<file path="src/rtl/song_writer.sv">
// song_writer
//   Records live key presses into the song RAM as playback-format entries.
//   Each entry is {advance=1, params[2:0], note[5:0], duration[5:0]}; a rest
//   is an entry with note=0. A recording always ends with 16'h0000 so the
//   song reader stops cleanly.
//
// Ports
//   clk, reset     : system clock, asynchronous active-high reset
//   beat           : one-cycle 48 Hz beat pulse
//   record_button  : one-pulsed, toggles recording
//   song           : target slot, sampled on record start
//   key_press      : one-cycle pulse, key went down (note/params sampled)
//   key_release    : one-cycle pulse, held key went up
//   key_note       : note number (nonzero)
//   key_params     : note parameters
//   mem_we/addr/wdata : registered RAM write port, addr = {song, index}
//   recording      : high while capturing
//   song_full      : sticky, last recording ran out of slots
//   entry_count    : content entries written in this/last recording
module song_writer #(
    parameter int IDX_WIDTH = 5,
    parameter int DUR_MAX   = 63
) (
    input  logic                   clk,
    input  logic                   reset,
    input  logic                   beat,
    input  logic                   record_button,
    input  logic [1:0]             song,
    input  logic                   key_press,
    input  logic                   key_release,
    input  logic [5:0]             key_note,
    input  logic [2:0]             key_params,
    output logic                   mem_we,
    output logic [IDX_WIDTH+1:0]   mem_addr,
    output logic [15:0]            mem_wdata,
    output logic                   recording,
    output logic                   song_full,
    output logic [IDX_WIDTH-1:0]   entry_count
);

    typedef enum logic [2:0] {IDLE, REST, HOLD, FLUSH, TERM} state_t;

    localparam logic [IDX_WIDTH-1:0] IDX_LAST = '1;
    localparam logic [IDX_WIDTH-1:0] IDX_ONE  = IDX_WIDTH'(1);
    localparam logic [5:0]           DUR_SAT  = 6'(DUR_MAX);

    state_t                 state_q, state_d;
    logic [1:0]             song_q, song_d;
    logic [IDX_WIDTH-1:0]   idx_q, idx_d;
    logic [5:0]             rest_q, rest_d;
    logic [5:0]             hold_q, hold_d;
    logic [5:0]             note_q, note_d;
    logic [2:0]             params_q, params_d;
    logic [IDX_WIDTH-1:0]   count_q, count_d;
    logic                   full_q, full_d;
    logic                   rec_q, rec_d;
    logic                   we_q, we_d;
    logic [IDX_WIDTH+1:0]   addr_q, addr_d;
    logic [15:0]            wdata_q, wdata_d;

    logic [5:0]             rest_beat, hold_beat;
    logic [IDX_WIDTH-1:0]   idx_inc;
    logic                   idx_fills;

    function automatic logic [5:0] sat_inc(input logic [5:0] c);
        return (c >= DUR_SAT) ? DUR_SAT : c + 6'd1;
    endfunction

    // A note always lasts at least one beat, even if released before any beat.
    function automatic logic [5:0] note_dur(input logic [5:0] c);
        return (c == 6'd0) ? 6'd1 : c;
    endfunction

    // Counters including a beat that coincides with this cycle's key event.
    assign rest_beat = beat ? sat_inc(rest_q) : rest_q;
    assign hold_beat = beat ? sat_inc(hold_q) : hold_q;
    assign idx_inc   = idx_q + IDX_ONE;
    // The final slot is reserved for the terminator.
    assign idx_fills = (idx_inc == IDX_LAST);

    always_comb begin
        state_d  = state_q;
        song_d   = song_q;
        idx_d    = idx_q;
        rest_d   = rest_q;
        hold_d   = hold_q;
        note_d   = note_q;
        params_d = params_q;
        count_d  = count_q;
        full_d   = full_q;
        rec_d    = rec_q;
        we_d     = 1'b0;
        addr_d   = addr_q;
        wdata_d  = wdata_q;

        case (state_q)
            IDLE: begin
                if (record_button) begin
                    song_d  = song;
                    idx_d   = '0;
                    rest_d  = '0;
                    count_d = '0;
                    full_d  = 1'b0;
                    rec_d   = 1'b1;
                    state_d = REST;
                end
            end

            REST: begin
                if (record_button) begin
                    state_d = TERM;
                end else begin
                    rest_d = rest_beat;
                    if (key_press) begin
                        note_d   = key_note;
                        params_d = key_params;
                        hold_d   = '0;
                        state_d  = HOLD;
                        if (rest_beat != 6'd0) begin
                            we_d    = 1'b1;
                            addr_d  = {song_q, idx_q};
                            wdata_d = {1'b1, 3'b000, 6'b000000, rest_beat};
                            idx_d   = idx_inc;
                            count_d = count_q + IDX_ONE;
                            // Rest took the last content slot: the note is dropped.
                            if (idx_fills) begin
                                full_d  = 1'b1;
                                state_d = TERM;
                            end
                        end
                    end
                end
            end

            HOLD: begin
                hold_d = hold_beat;
                if (record_button) begin
                    state_d = FLUSH;
                end else if (key_release) begin
                    we_d    = 1'b1;
                    addr_d  = {song_q, idx_q};
                    wdata_d = {1'b1, params_q, note_q, note_dur(hold_beat)};
                    idx_d   = idx_inc;
                    count_d = count_q + IDX_ONE;
                    rest_d  = '0;
                    state_d = REST;
                    if (idx_fills) begin
                        full_d  = 1'b1;
                        state_d = TERM;
                    end
                end
            end

            FLUSH: begin
                we_d    = 1'b1;
                addr_d  = {song_q, idx_q};
                wdata_d = {1'b1, params_q, note_q, note_dur(hold_q)};
                idx_d   = idx_inc;
                count_d = count_q + IDX_ONE;
                if (idx_fills) begin
                    full_d = 1'b1;
                end
                state_d = TERM;
            end

            TERM: begin
                we_d    = 1'b1;
                addr_d  = {song_q, idx_q};
                wdata_d = 16'h0000;
                rec_d   = 1'b0;
                state_d = IDLE;
            end

            default: state_d = IDLE;
        endcase
    end

    always_ff @(posedge clk or posedge reset) begin
        if (reset) begin
            state_q  <= IDLE;
            song_q   <= '0;
            idx_q    <= '0;
            rest_q   <= '0;
            hold_q   <= '0;
            note_q   <= '0;
            params_q <= '0;
            count_q  <= '0;
            full_q   <= 1'b0;
            rec_q    <= 1'b0;
            we_q     <= 1'b0;
            addr_q   <= '0;
            wdata_q  <= '0;
        end else begin
            state_q  <= state_d;
            song_q   <= song_d;
            idx_q    <= idx_d;
            rest_q   <= rest_d;
            hold_q   <= hold_d;
            note_q   <= note_d;
            params_q <= params_d;
            count_q  <= count_d;
            full_q   <= full_d;
            rec_q    <= rec_d;
            we_q     <= we_d;
            addr_q   <= addr_d;
            wdata_q  <= wdata_d;
        end
    end

    assign mem_we      = we_q;
    assign mem_addr    = addr_q;
    assign mem_wdata   = wdata_q;
    assign recording   = rec_q;
    assign song_full   = full_q;
    assign entry_count = count_q;

endmodule

</file>
<file path="config.mk">
export PLATFORM = sky130hd
export DESIGN_NAME = song_writer
export DESIGN_NICKNAME = d
export VERILOG_FILES = /design/src/rtl/song_writer.sv
export SDC_FILE = /design/constraint.sdc
export NUM_CORES = 1
export LEC_CHECK = 0
export BUFFER_PORTS_ARGS = -buffer_cell sky130_fd_sc_hd__buf_2
export CORE_UTILIZATION = 42
export DETAILED_ROUTE_END_ITERATION = 8
export PLACE_DENSITY = 0.67
export SLEW_MARGIN = 30
export SYNTH_ARGS = -nofsm -noshare
export SYNTH_HDL_FRONTEND = slang
export SYNTH_SLANG_ARGS = --single-unit
</file>
<file path="constraint.sdc">
create_clock -name clk -period 2.2 [get_ports clk]
set_input_delay 0.22 -clock clk [delete_from_list [all_inputs] [get_ports clk]]
set_output_delay 0.22 -clock clk [all_outputs]
set_load 0.03 [all_outputs]
</file>
Word-level counts from Yosys, hierarchy flattened
Cells that the tools add are included. W data, S select, Z words.

Bits in registers: 62. Input bits: 17. Output and inout port bits: 31. Word-level logic and storage cells: 117.

$add $sub $neg: 4. $lt $le $gt $ge: 2. Eq/ne operators: 13. Multiplexer cells: 64. Bitwise operators: 1. Reduce and logical (&&, ||, !) cells: 20.

Operators by type and width (count): $mux W16 (5); $mux W6 (12); $pmux W16 S4 (1); $mux W5 (11); $pmux W5 S4 (2); $mux W7 (5); $mux W3 (8); $pmux W7 S3 (1); $pmux W6 S3 (1); $mux W1 (13); $add A6 B1 Y6 const B (2); $ge A6 B6 Y1 const B (2); $logic_not A6 Y1 (2); $ne A2 B2 Y1 const B (6); $pmux W3 S4 (1); $pmux W6 S2 (1); $reduce_and A6 Y1 (2); $add A5 B1 Y5 const B (2); $reduce_and A3 Y1 (3); $reduce_bool A4 Y1 (2); $reduce_and A7 Y1 (1); $eq A3 B2 Y1 const B (2); $ne A3 B3 Y1 const B (2); $reduce_bool A3 Y1 (2); other kinds (13) (15).

Logic depth before layout (Yosys ltp)
Word-level depth: 8. Gate-level depth with buffers: 9. Mapped depth without buffers: 7.

Worst setup path before layout
Ideal clock, no wire load.

Kind: register to register. Start point: reg rest_q[0]. End point: reg addr_q[1], in the netlist mem_addr[1]. Setup time: 125 ps. Arrival: 2111 ps. Data required time: 2075 ps. Setup slack: -36 ps. Cell stages (with the launch flop): 8. Path buffers: 1. Clock period less this slack: 2236 ps. Cells stage by stage: dfrtp_1 ha_1 mux2_2 a41oi_1 o211ai_2 o31ai_4 buf_6 mux2_2.

Cells in the longest elaborated chain, start to end: 6. Elaborated cells between the ends (all ways): 7. Classes of those cells: 1 x add/sub; 1 x order compare; 1 x eq/ne; 2 x mux; 2 x reduce/logical.

Ends and longest elaborated chain: start: declaration (RTL line 50) `logic [5:0] rest_q, rest_d;`; start signal: assignment (RTL line 197) `rest_q <= rest_d;`; $add A6 B1 Y6 or $ge A6 B6 Y1 (tied branches) (RTL line 66) `return (c >= DUR_SAT) ? DUR_SAT : c + 6'd1;`; $mux W6 (RTL line 66); $mux W6 (*) (RTL line 75) `assign rest_beat = beat ? sat_inc(rest_q) : rest_q;`; $reduce_bool A6 Y1 (*) (RTL line 119) `if (rest_beat != 6'd0) begin`; $ne A2 B2 Y1 (no source line) (*); $reduce_and A6 Y1 (no source line) (*); end signal: assignment (RTL line 205) `addr_q <= addr_d;`; end: declaration (RTL line 58) `logic [IDX_WIDTH+1:0] addr_q, addr_d;`.

Mark *: on every way between the ends. The rest lies on a longest branch, timed or not. A chain may end at the register's enable or synchronous reset.

Worst setup path in the final report
Start point: reg rest_q[0]. End point: reg addr_q[4], in the netlist mem_addr[4].

The elaborated chain is that of the path after synthesis.

==> impl_metrics.env <==
export IMPL_status="complete, no violations"
export IMPL_htree_levels=3
export IMPL_path_class="reg2reg"
export IMPL_pwr_share_clk=0.230
export IMPL_die_area_um2=8280
export IMPL_tightest_slew_ps=433
export IMPL_grt_setup_unrepaired="yes"
export IMPL_die_h_um=91
export IMPL_synth_compound_area_frac=0.193
export IMPL_pwr_share_seq=0.312
export IMPL_syn_to_final_growth_pct=23.8
export IMPL_critPathCapture="mem_addr[4]"
export IMPL_layout_min_cycle_time_ps=2160
export IMPL_critPathRequiredTime_ps=2420
export IMPL_synth_xor_area_frac=0.00790
export IMPL_synth_cell_area_um2=3330
export IMPL_finalSetupViolCount=0
export IMPL_grt_pass1_vias=2614
export IMPL_slew_viol_final=0
export IMPL_cellPowerDensity_nw_per_um2=1340
export IMPL_fmax_ghz=0.463
export IMPL_drt_first_pass_iters=4
export IMPL_cp_end_kind="flip-flop"
export IMPL_clk_latency_ps=350
export IMPL_cts_reportedPaths_clkPinSlew_ps=80
export IMPL_p_leak_nw=1.91
export IMPL_grt_overflow=0
export IMPL_synth_distinct_cells=57
export IMPL_fin_skew_ps=11.8
export IMPL_vias_per_cell=5.33
export IMPL_cts_tree="yes"
export IMPL_dp_hpwl_um=5440
export IMPL_path_cells="ha_4 -> mux2_4 -> a41oi_4 -> o211ai_4 -> o31ai_4 -> buf_12 -> mux2_1"
export IMPL_syn_inst=351
export IMPL_nets=430
export IMPL_p_total_mw=5.52
export IMPL_rr_worst_depth=7
export IMPL_hold_viol=0
export IMPL_wl_um=7840
export IMPL_antenna_found_initial=0
export IMPL_die_width_um=91
export IMPL_drive_above_1_share=0.296
export IMPL_synth_flop_cell="dfrtp_1"
export IMPL_core_area_um2=7690
export IMPL_yosysWarnings=0
export IMPL_combPwrFrac=0.459
export IMPL_worst_r2r_setup_slack_ps=40
export IMPL_synthSimpleGateAreaFrac=0.196
export IMPL_drc=0
export IMPL_slowest_delay_ps=410
export IMPL_hold_ws_ps=101
export IMPL_post_place_cells=493
export IMPL_avgRoutedWirePerCell_um=15.2
export IMPL_synth_fp_nets=374
export IMPL_cts_sinks=62
export IMPL_synth_seq_area_share=0.466
export IMPL_r2r_end="mem_addr[4]"
export IMPL_synthArstFlopShare=1.00
export IMPL_hp_start="key_params[1]"
export IMPL_timing_slew_headroom=0.711
export IMPL_min_path_type="in2reg"
export IMPL_cts_buffers=9
export IMPL_intPower_mw=3.26
export IMPL_synth_mux_area_frac=0.0711
export IMPL_port_buffers=47
export IMPL_rows=32
export IMPL_grt_pass1_wl_um=12600
export IMPL_vias=2740
export IMPL_ant_nets=0
export IMPL_crit_path_max_fanout=12
export IMPL_drt_iter0_drc=179
export IMPL_diodes=0
export IMPL_final_setup_tns_ps=0
export IMPL_r2r_start="rest_q[0]"
export IMPL_synth_seq_cells=62
export IMPL_fin_crit_sh=0.982
export IMPL_p_sw_frac=0.410
export IMPL_instances_no_fill=514
export IMPL_max_cap_violations=0
export IMPL_synth_top_family_by_area="simple AND/OR/NAND/NOR gates"
export IMPL_grt_max_degree=24
export IMPL_crit_start="rest_q[0]"
export IMPL_arrival_ps=2380
export IMPL_clock_path_buffers=2
export IMPL_synth_edf_count=0
export IMPL_ios=48
export IMPL_start_util=0.433
export IMPL_crit_slowest_cell="dfrtp_1"
export IMPL_startpoint_type="flip-flop"
export IMPL_gp_congestion=0.832
export IMPL_synthAdderAreaFrac=0.0226
export IMPL_root_buffer="clkbuf_8"
export IMPL_switchingPower_mw=2.26
export IMPL_grt_usage=0.193
export IMPL_avgSynthCellArea_um2=9.48
export IMPL_ir_drop_mv=0.831
==> layout by cell type (no fill, tap or decap), types with 3 or more instances in the layout <==
cell type	count
buf_6	3
nand2b_1	9
nor4_1	4
dfrtp_1	62
buf_2	47
nand3_1	10
inv_1	4
a31oi_1	3
and4_1	3
and2_1	4
nor2_1	26
a21oi_1	18
nand2_1	50
buf_4	16
o21ai_0	27
o22a_1	3
ha_1	5
and3_1	6
o31ai_1	8
or2_2	4
nand3b_1	4
mux2_4	3
a221o_1	3
mux2_2	13
o21bai_1	3
clkbuf_8	9
bufinv_16	3
o21ai_1	6
a21o_1	3
==> worst min-delay path by stage <==
stage | endpoint | slack, ps | cells past startpoint
finish | params_q[1] | 100 | 2
global route | params_q[1] | 90 | 2
CTS | params_q[1] | 90 | 2
detailed placement | params_q[2] | 240 | 2
global placement | params_q[2] | 240 | 2
floorplan | note_q[0] | 370 | 1
==> per-layer routing <==
layer	routed length (um)	up-vias	global-route usage
li1	-	1372	-
met1	3670	1316	0.259
met2	3850	43	0.306
met3	223	9	0.0360
met4	98	0	0.0794
met5	0	-	0
==> layout make-up <==
cell class	instances	area [um^2]
clock inverters	7	128
fillers	713	3570
multi-input cells	259	1720
inverters	6	22.5
repair buffers	69	444
well taps	102	128
flip-flops and latches	62	1550
clock buffers	9	124
==> sequential cells by signal (all words and copies together), names as in the netlist <==
| signal | flops |
|---|---|
| song_full | 1 |
| mem_we | 1 |
| hold_q | 6 |
| note_q | 6 |
| rest_q | 6 |
| entry_count | 5 |
| mem_addr | 7 |
| state_q | 3 |
| song_q | 2 |
| params_q | 3 |
| idx_q | 5 |
| recording | 1 |
| mem_wdata | 16 |
==> timing repair <==
action,in CTS,in global routing
setup endpoints to repair,12,28
gates resized for setup,1,23
endpoints found under the hold margin,19,0
cloned,0,2
hold buffers,1,0
buffers inserted,1,1
pin swaps,1,1
==> power groups by stage <==
stage	Clock, mW	Sequential [mW]	Combinational, mW
6_report	1.27	1.72	2.53
3_3_place_gp	0	1.72	2.22
5_1_grt	1.34	1.78	2.74
3_5_place_dp	0	1.73	2.25
2_1_floorplan	0	2.02	1.31
4_1_cts	1.29	1.71	2.28
==> synth_stat cells (all sizes together), types with 2 or more instances <==
library cell,n,area (um^2)
a21o,3,22.5
a21oi,18,90.1
a221o,3,30.0
a22o,2,17.5
a22oi,2,15.0
a2bb2oi,2,17.5
a31oi,4,31.3
and2,4,25.0
and3,6,37.5
and4,4,35.0
buf,12,77.6
clkbuf,12,45.0
dfrtp,62,1550
ha,6,75.1
inv,6,22.5
mux2,18,203
mux2i,3,33.8
nand2,50,188
nand2b,10,70.1
nand3,11,55.1
nand3b,4,30.0
nor2,27,101
nor2b,2,12.5
nor3,2,10.0
nor4,4,25.0
o211ai,3,27.5
o21ai,34,170
o21bai,3,22.5
o22a,3,26.3
o31ai,11,101
or2,4,25.0
or3,3,23.8
xnor2,2,17.5
==> cells by family after synthesis <==
kind of cell,Yosys count
XOR/XNOR,3
adder cells (fa/ha/maj),6
AND/OR/NAND/NOR,133
buffers and inverters,30
AO/OA/AOI/OAI,96
flip-flops,62
multiplexers,21
==> critical path, delay by kind of cell, from the launching register on <==
| family | cells | cell delay, ps |
|---|---|---|
| compound gates | 3 | 610 |
| flops | 1 | 410 |
| fa+ha+maj | 1 | 240 |
| buf+inv | 1 | 190 |
| mux | 2 | 600 |
==> through the flow <==
stage	worst slack (ps)	utilization	cell area, um^2
6_report	39.3	0.536	4120
2_1_floorplan	33.2	-	3330
3_3_place_gp	8.87	0.483	3710
4_1_cts	-1.01	0.519	3990
3_5_place_dp	-27.9	0.483	3710
5_1_grt	-21.1	0.536	4120
Power figures use the tool's default switching activity.
